`src/rtl/watergirl_motion.sv`:
```
// Per-frame motion controller for the Watergirl sprite: walking, jump/gravity and clamping,
// all applied once per frame on the vsync falling edge.
module watergirl_motion #(
    parameter int START_X  = 320,
    parameter int X_MIN    = 25,
    parameter int X_MAX    = 614,
    parameter int Y_MIN    = 25,
    parameter int FLOOR_Y  = 454,
    parameter int X_STEP   = 2,
    parameter int JUMP_V   = 12,
    parameter int GRAVITY  = 1,
    parameter int MAX_FALL = 12
) (
    input  logic       vga_clk,
    input  logic       reset,
    input  logic       vsync,
    input  logic       key_left,
    input  logic       key_right,
    input  logic       key_jump,
    output logic [9:0] BallX,
    output logic [9:0] BallY,
    output logic       airborne
);

    typedef enum logic [1:0] {
        GROUNDED = 2'b00,
        RISING   = 2'b01,
        FALLING  = 2'b10
    } state_t;

    localparam logic [10:0]        X_MIN_W  = 11'(X_MIN);
    localparam logic [10:0]        X_MAX_W  = 11'(X_MAX);
    localparam logic [10:0]        X_STEP_W = 11'(X_STEP);
    localparam logic signed [11:0] Y_MIN_W  = 12'(Y_MIN);
    localparam logic signed [11:0] FLOOR_W  = 12'(FLOOR_Y);
    localparam logic signed [5:0]  VY_JUMP  = -(6'(JUMP_V));
    localparam logic signed [5:0]  VY_GRAV  = 6'(GRAVITY);
    localparam logic signed [5:0]  VY_MAXF  = 6'(MAX_FALL);

    logic               vsync_q;
    logic [9:0]         x_q, x_d;
    logic [9:0]         y_q, y_d;
    logic signed [5:0]  vy_q, vy_d;
    state_t             state_q, state_d;
    logic               jump_armed_q, jump_armed_d;
    logic               airborne_q, airborne_d;

    logic               tick;
    logic [10:0]        x_ext, x_sub, x_add;
    logic signed [11:0] y_sum;
    logic signed [5:0]  vy_inc;

    assign tick = vsync_q & ~vsync;

    always_comb begin
        // NOTE: every _d starts at its hold value, so no path leaves it unassigned and no latch is inferred.
        x_d          = x_q;
        y_d          = y_q;
        vy_d         = vy_q;
        state_d      = state_q;
        jump_armed_d = jump_armed_q;

        // Clamp test is done before subtracting, so the 11-bit difference never wraps.
        x_ext  = {1'b0, x_q};
        x_sub  = x_ext - X_STEP_W;
        x_add  = x_ext + X_STEP_W;
        y_sum  = $signed({2'b00, y_q}) + 12'(vy_q);
        vy_inc = vy_q + VY_GRAV;

        if (tick) begin
            if (key_left && !key_right) begin
                x_d = (x_ext < X_MIN_W + X_STEP_W) ? X_MIN_W[9:0] : x_sub[9:0];
            end else if (key_right && !key_left) begin
                x_d = (x_add > X_MAX_W) ? X_MAX_W[9:0] : x_add[9:0];
            end

            if (!key_jump) begin
                jump_armed_d = 1'b1;
            end

            case (state_q)
                GROUNDED: begin
                    if (key_jump && jump_armed_q) begin
                        vy_d         = VY_JUMP;
                        jump_armed_d = 1'b0;
                        state_d      = RISING;
                    end
                end
                RISING: begin
                    if (y_sum < Y_MIN_W) begin
                        y_d     = Y_MIN_W[9:0];
                        vy_d    = '0;
                        state_d = FALLING;
                    end else begin
                        y_d  = y_sum[9:0];
                        vy_d = vy_inc;
                        if (!vy_inc[5]) begin
                            state_d = FALLING;
                        end
                    end
                end
                FALLING: begin
                    if (y_sum >= FLOOR_W) begin
                        y_d     = FLOOR_W[9:0];
                        vy_d    = '0;
                        state_d = GROUNDED;
                    end else begin
                        y_d  = y_sum[9:0];
                        vy_d = (vy_inc > VY_MAXF) ? VY_MAXF : vy_inc;
                    end
                end
                default: begin
                    y_d     = FLOOR_W[9:0];
                    vy_d    = '0;
                    state_d = GROUNDED;
                end
            endcase
        end

        airborne_d = (state_d == RISING) || (state_d == FALLING);
    end

    // vsync_q resets high so a low vsync right after reset is not mistaken for a falling edge.
    always_ff @(posedge vga_clk) begin
        // NOTE: sequential state uses non-blocking assignments so every flop samples pre-edge values.
        if (reset) begin
            vsync_q      <= 1'b1;
            x_q          <= 10'(START_X);
            y_q          <= 10'(FLOOR_Y);
            vy_q         <= '0;
            state_q      <= GROUNDED;
            jump_armed_q <= 1'b1;
            airborne_q   <= 1'b0;
        end else begin
            vsync_q      <= vsync;
            x_q          <= x_d;
            y_q          <= y_d;
            vy_q         <= vy_d;
            state_q      <= state_d;
            jump_armed_q <= jump_armed_d;
            airborne_q   <= airborne_d;
        end
    end

    assign BallX    = x_q;
    assign BallY    = y_q;
    assign airborne = airborne_q;

endmodule

```
`config.mk`:
```
export PLATFORM = sky130hd
export DESIGN_NAME = watergirl_motion
export DESIGN_NICKNAME = d
export VERILOG_FILES = /design/src/rtl/watergirl_motion.sv
export SDC_FILE = /design/constraint.sdc
export NUM_CORES = 1
export LEC_CHECK = 0
export BUFFER_PORTS_ARGS = -buffer_cell sky130_fd_sc_hd__buf_2
export CORE_MARGIN = 2
export CORE_UTILIZATION = 46
export CTS_CLUSTER_DIAMETER = 120
export DETAILED_ROUTE_END_ITERATION = 8
export SLEW_MARGIN = 20
export SYNTH_ARGS = -nofsm -noshare
export SYNTH_HDL_FRONTEND = slang
export SYNTH_SLANG_ARGS = --single-unit
```
`constraint.sdc`:
```
create_clock -name vga_clk -period 3.6 [get_ports vga_clk]
set_input_delay 0.18 -clock vga_clk [delete_from_list [all_inputs] [get_ports vga_clk]]
set_output_delay 0.18 -clock vga_clk [all_outputs]
set_load 0.02 [all_outputs]
```
; ---- Word level (Yosys, flattened, before mapping)
; Index checks and enable logic that the tools add are counted.
[op_classes]
n_eq_ne = 5
n_addsub = 4
bitwise = 3
n_mux = 21
n_lt_le_gt_ge = 5
reduce_logical = 11
[ops]
columns = operator, n
row1 = $mux 10, 6
row2 = $pmux 10 s3, 1
row3 = $mux 6, 4
row4 = $pmux 6 s3, 1
row5 = $add 11x6->12, 1
row6 = $ge 12x10->1 const B, 1
row7 = $lt 12x6->1 const B, 1
row8 = $add 10x2->11 const B, 1
row9 = $gt 11x10->1 const B, 1
row10 = $lt 10x5->1 const B, 1
row11 = $mux 2, 5
row12 = $sub 10x2->10 const B, 1
row13 = $add 6x2->6 const B, 1
row14 = $gt 6x5->1 const B, 1
row15 = $pmux 2 s3, 1
row16 = $reduce_and 2->1, 3
row17 = $eq 2x1->1 const B, 2
row18 = $eq 2x2->1 const B, 2
row19 = $logic_and 1x1->1, 3
row20 = $mux 1, 3
row21 = $logic_not 1->1, 2
row22 = $logic_not 2->1, 1
row23 = $ne 2x2->1 const B, 1
row24 = $not 1->1, 2
row25 = other kinds (3), 3
[word_totals]
wordCells = 56
reg_bits = 31
input_bits = 6

; ---- Logic depth before layout (Yosys ltp)
[logic_depth]
ltp_word = 7
ltp_mapped = 14
mapped_depth_nobuf = 13

; ---- Worst setup path after synthesis
; Ideal clock, no wire load.
[synth_path]
path_type = reg2reg
start = reg y_q[0], in the netlist BallY[0]
end = reg airborne_q, in the netlist airborne
setup_ns = 0.128
slack_ns = 0.411
path_stages_with_launch = 15
synth_period_minus_slack_ns = 3.189
arrival_time_ns = 3.061
required_ns = 3.472
n_path_buf = 1
path_cell_list = dfxtp_1 ha_1 inv_1 fa_1 nand2b_1 a211o_1 a211oi_2 nor3_1 o41a_1 o211a_1 buf_6 o31ai_4 a22o_4 xnor2_1 nor2_1
[synth_between]
elab_chain_cells = 7
[synth_lines]
columns = element, line
row1 = start: declaration, 42  ; logic [9:0] y_q, y_d;
row2 = start signal: assignment, 129  ; y_q <= 10'(FLOOR_Y);
row3 = start signal: assignment, 137  ; y_q <= y_d;
row4 = $add 11x6->12 (*), 67  ; y_sum = $signed({2'b00, y_q}) + 12'(vy_q);
row5 = $ge 12x10->1 / $lt 12x6->1 (equally long branches), "103, 90"
row6 = "$mux 2, on equally long branches", "103, 90"
row7 = $pmux 2 s3 (*), 81  ; case (state_q)
row8 = $mux 2 (*), 70  ; if (tick) begin
row9 = $eq 2x1->1 / $eq 2x2->1 (equally long branches), 120  ; airborne_d = (state_d == RISING) || (state_d == FALLING);
row10 = $logic_or 1x1->1 (*), 120
row11 = end signal: assignment, 141  ; airborne_q <= airborne_d;
row12 = end: declaration, 46  ; logic airborne_q, airborne_d;
; Every way passes the cells marked *; elsewhere a longest branch is shown, timed or not.
; A chain may end at the register's enable or synchronous reset.

; ---- Worst setup path in the final report
[layout_path]
start = reg vy_q[0]
end = reg vy_q[2]
[layout_between]
elab_chain_cells = 5
[layout_lines]
columns = element, line
row1 = start: declaration, 43  ; logic signed [5:0] vy_q, vy_d;
row2 = start signal: assignment, 138  ; vy_q <= vy_d;
row3 = branches (longest 4 deep; another with $add 11x6->12), -
row4 = $pmux 6 s3 (*), 81
; Mark *: on every way between the ends.

==> metrics.yaml <==
drt:
  routed_wl_um: 7280
  routedWlPerCell_um: 15.8
  drc_errors: 0
  via_per_inst: 6.07
  ant_nets: 0
  vias: 2800
  first_pass_iters: 5
  drtIter0Drc: 130
grt:
  grt_pass1_vias: 2512
  antenna_found_initial: 0
  grt_pass1_wl_um: 11900
  gr-total-overflow: 0
  grt_use_total_pct: 23.5
  grt_max_degree: 21
flow_run:
  drv_cap: 0
worst_setup_path:
  critPathCaptureType: "register"
  path_class: "register to register"
  cp.required_ps: 3750
  crit_path_max_fanout: 8
  r2r_slack_ps: 250
  crit_path_start_kind: "register"
  cp.arrival_ps: 3500
floorplanning:
  die_y_um: 80.5
  ioPinCount: 27
  core_mm2: 0.00557
  dieWidth_um: 80.5
  rows: 27
  start_util_pct: 48.2
  die_area_mm2: 0.00647
clock_network:
  cts-hold-fix-buffers: 0
  htreeDepth: 2
  cts.clk_slew.worst_paths_ps: 70
  cts_tree: "yes"
  cts.path.max_buffers: 2
  clock-sinks: 31
  worstSkewPairLatency_ps: 290
  cts_buffers: 5
  ctsRootBufferMaster: "clkbuf_8"
power:
  p_per_area_mw_per_mm2: 310
  leakage_nw: 1.23
  ir_drop_mv: 0.138
placed_design:
  place_congestion: 0.845
  pre_cts_ws_ps: 183
  dp.final_hpwl_um: 5510
  numPortBuffers: 26
sta:
  fin_ws_ps: 249
  relSlewSlack_pct: 59.0
  slew_viol_final: 0
  hold_viol: 0
  fin_crit_sh_pct: 93.1
  max_freq_mhz: 298
  tns_ps: 0
  rsz0062_at_grt: "no"
  tightest_slew_ps: 609
  min_period_ps: 3350
  setup_viol: 0
  finClkSkew_ps: 5.49
layout:
  diodes: 0
  drive_gt1_share_pct: 14.4
  finalNetCount: 417
  area_delta_synth_final_pct: 10.8
synth:
  synth_edf_count: 0
  seq_area_frac_synth_pct: 23.1
  synth_seq_cells: 31
  syn_nets: 394
  async_flop_share_pct: 0
  synth.avg_cell_area_um2: 7.35
  synthTopCellsByArea: "dfxtp_1 23%, ha_1 9.8%, nor2_1 7.0%"
  ys_types: 61
  syn-cell-area_mm2: 0.00269
  ys.flop_type: "dfxtp_1"
  synthCells: 366
  yosysWarnings: 0
  yosysTopAreaCellShare_pct: 23.1
  synth.largest_area_cell: "dfxtp_1"
worst_hold_path:
  hold_path_class: "input port to register"
outcome:
  outcome: "completed"
-- cell usage in the layout (no fill, tap or decap), types with 3 or more instances in the layout --
master	Yosys	final
nor2_1	50	50
nand2_1	33	33
dfxtp_1	31	30
a21oi_1	29	29
buf_2	0	26
o21ai_0	25	25
nor3_1	21	21
ha_1	21	21
inv_1	16	16
nand2b_1	9	9
nand3_1	7	7
xor2_1	7	6
a31oi_1	6	6
clkbuf_8	0	6
buf_4	1	6
a211oi_1	5	5
o21a_1	5	5
nand4_1	5	5
o21ai_1	4	4
o211ai_1	4	4
a21o_1	4	4
o221a_2	4	4
and2_1	4	4
a211oi_2	3	3
nor4_1	3	3
xnor2_1	3	3
a32oi_1	3	3
o22ai_1	3	3
a22o_1	3	3
-- cell families after synthesis --
logic type                 synth area share (%)
AOI/OAI and AO/OA                          30.7
xor gates and xnor gates                   3.86
adders and majority gates                  10.5
buffers and inverters                      5.03
DFF                                        23.1
and+or+nand+nor                            26.8
-- per-stage QoR --
stage | instances | hold WS [ps] | power [mW] | cell area [um^2] | utilization (%)
floorplan | 366 | 287 | 0.580 | 2690 | -
global placement | 454 | 394 | 0.640 | 2880 | 51.7
detailed placement | 454 | 395 | 0.640 | 2880 | 51.7
CTS | 461 | 96.6 | 0.930 | 2970 | 53.3
global route | 461 | 98.9 | 0.979 | 2980 | 53.4
finish | 461 | 102 | 0.924 | 2980 | 53.4
-- report_power, final --
group / switching [mW] / total (mW) / internal (mW)
logic: 0.160 / 0.259 / 0.0995
registers: 0.0213 / 0.377 / 0.356
clock network: 0.137 / 0.287 / 0.150
total: 0.318 / 0.924 / 0.606
-- repair_timing --
action | in CTS | in global routing
gates resized for setup | 0 | 2
endpoints found under the setup margin | 0 | 4
buffers inserted | 0 | 0
-- state kept, by name (all words and copies together) (netlist names) --
register,cells
BallY,10
vsync_q,1
vy_q,6
state_q,2
BallX,10
jump_armed_q,1
airborne,1
-- final timing paths --
kind | from | endpoint | depth (start not counted)
worst max-delay path | vy_q[0] | vy_q[2] | 14
worst min-delay path | vsync | vsync_q | 2
worst max register to register | vy_q[0] | vy_q[2] | 14
worst min register to register | jump_armed_q | jump_armed_q | 2
-- cell usage after synthesis, types with 4 or more instances --
library cell and n:
o221a_2 4, o21ai_0 25, ha_1 21, nand2b_1 9, a31oi_1 6, and2_1 4, o21a_1 5, a21oi_1 29
a21o_1 4, dfxtp_1 31, nor3_1 21, nand3_1 7, nand2_1 33, o21ai_1 4, nand4_1 5, clkbuf_1 14
nor2_1 50, xor2_1 7, a211oi_1 5, o211ai_1 4, inv_1 16
-- worst max-delay path, cell delays in order, from the launching register on --
cell	delay, ps
dfxtp_2	380
ha_1	190
inv_1	60
fa_1	390
nand2b_1	190
a211o_1	310
a211oi_2	210
nor3_1	90
o41a_1	390
o211a_1	290
buf_4	190
and2_1	140
a21o_1	150
a21oi_1	150
a211oi_1	80
-- metal layers --
metal	GRT usage (%)	wire length [um]
met1	28.6	3210
met2	41.5	3630
met3	3.48	262
met4	8.98	174
met5	0	0
-- area by class of cell --
cell class	instances	area, um^2
clock buffer	6	82.6
sequential	31	622
fill	579	2590
clock inverter	1	5.00
multi-input combinational	302	1940
inverter	17	63.8
timing repair buffer	32	175
tap	72	90.1
Note: power is estimated with default switching activity, not from simulation.
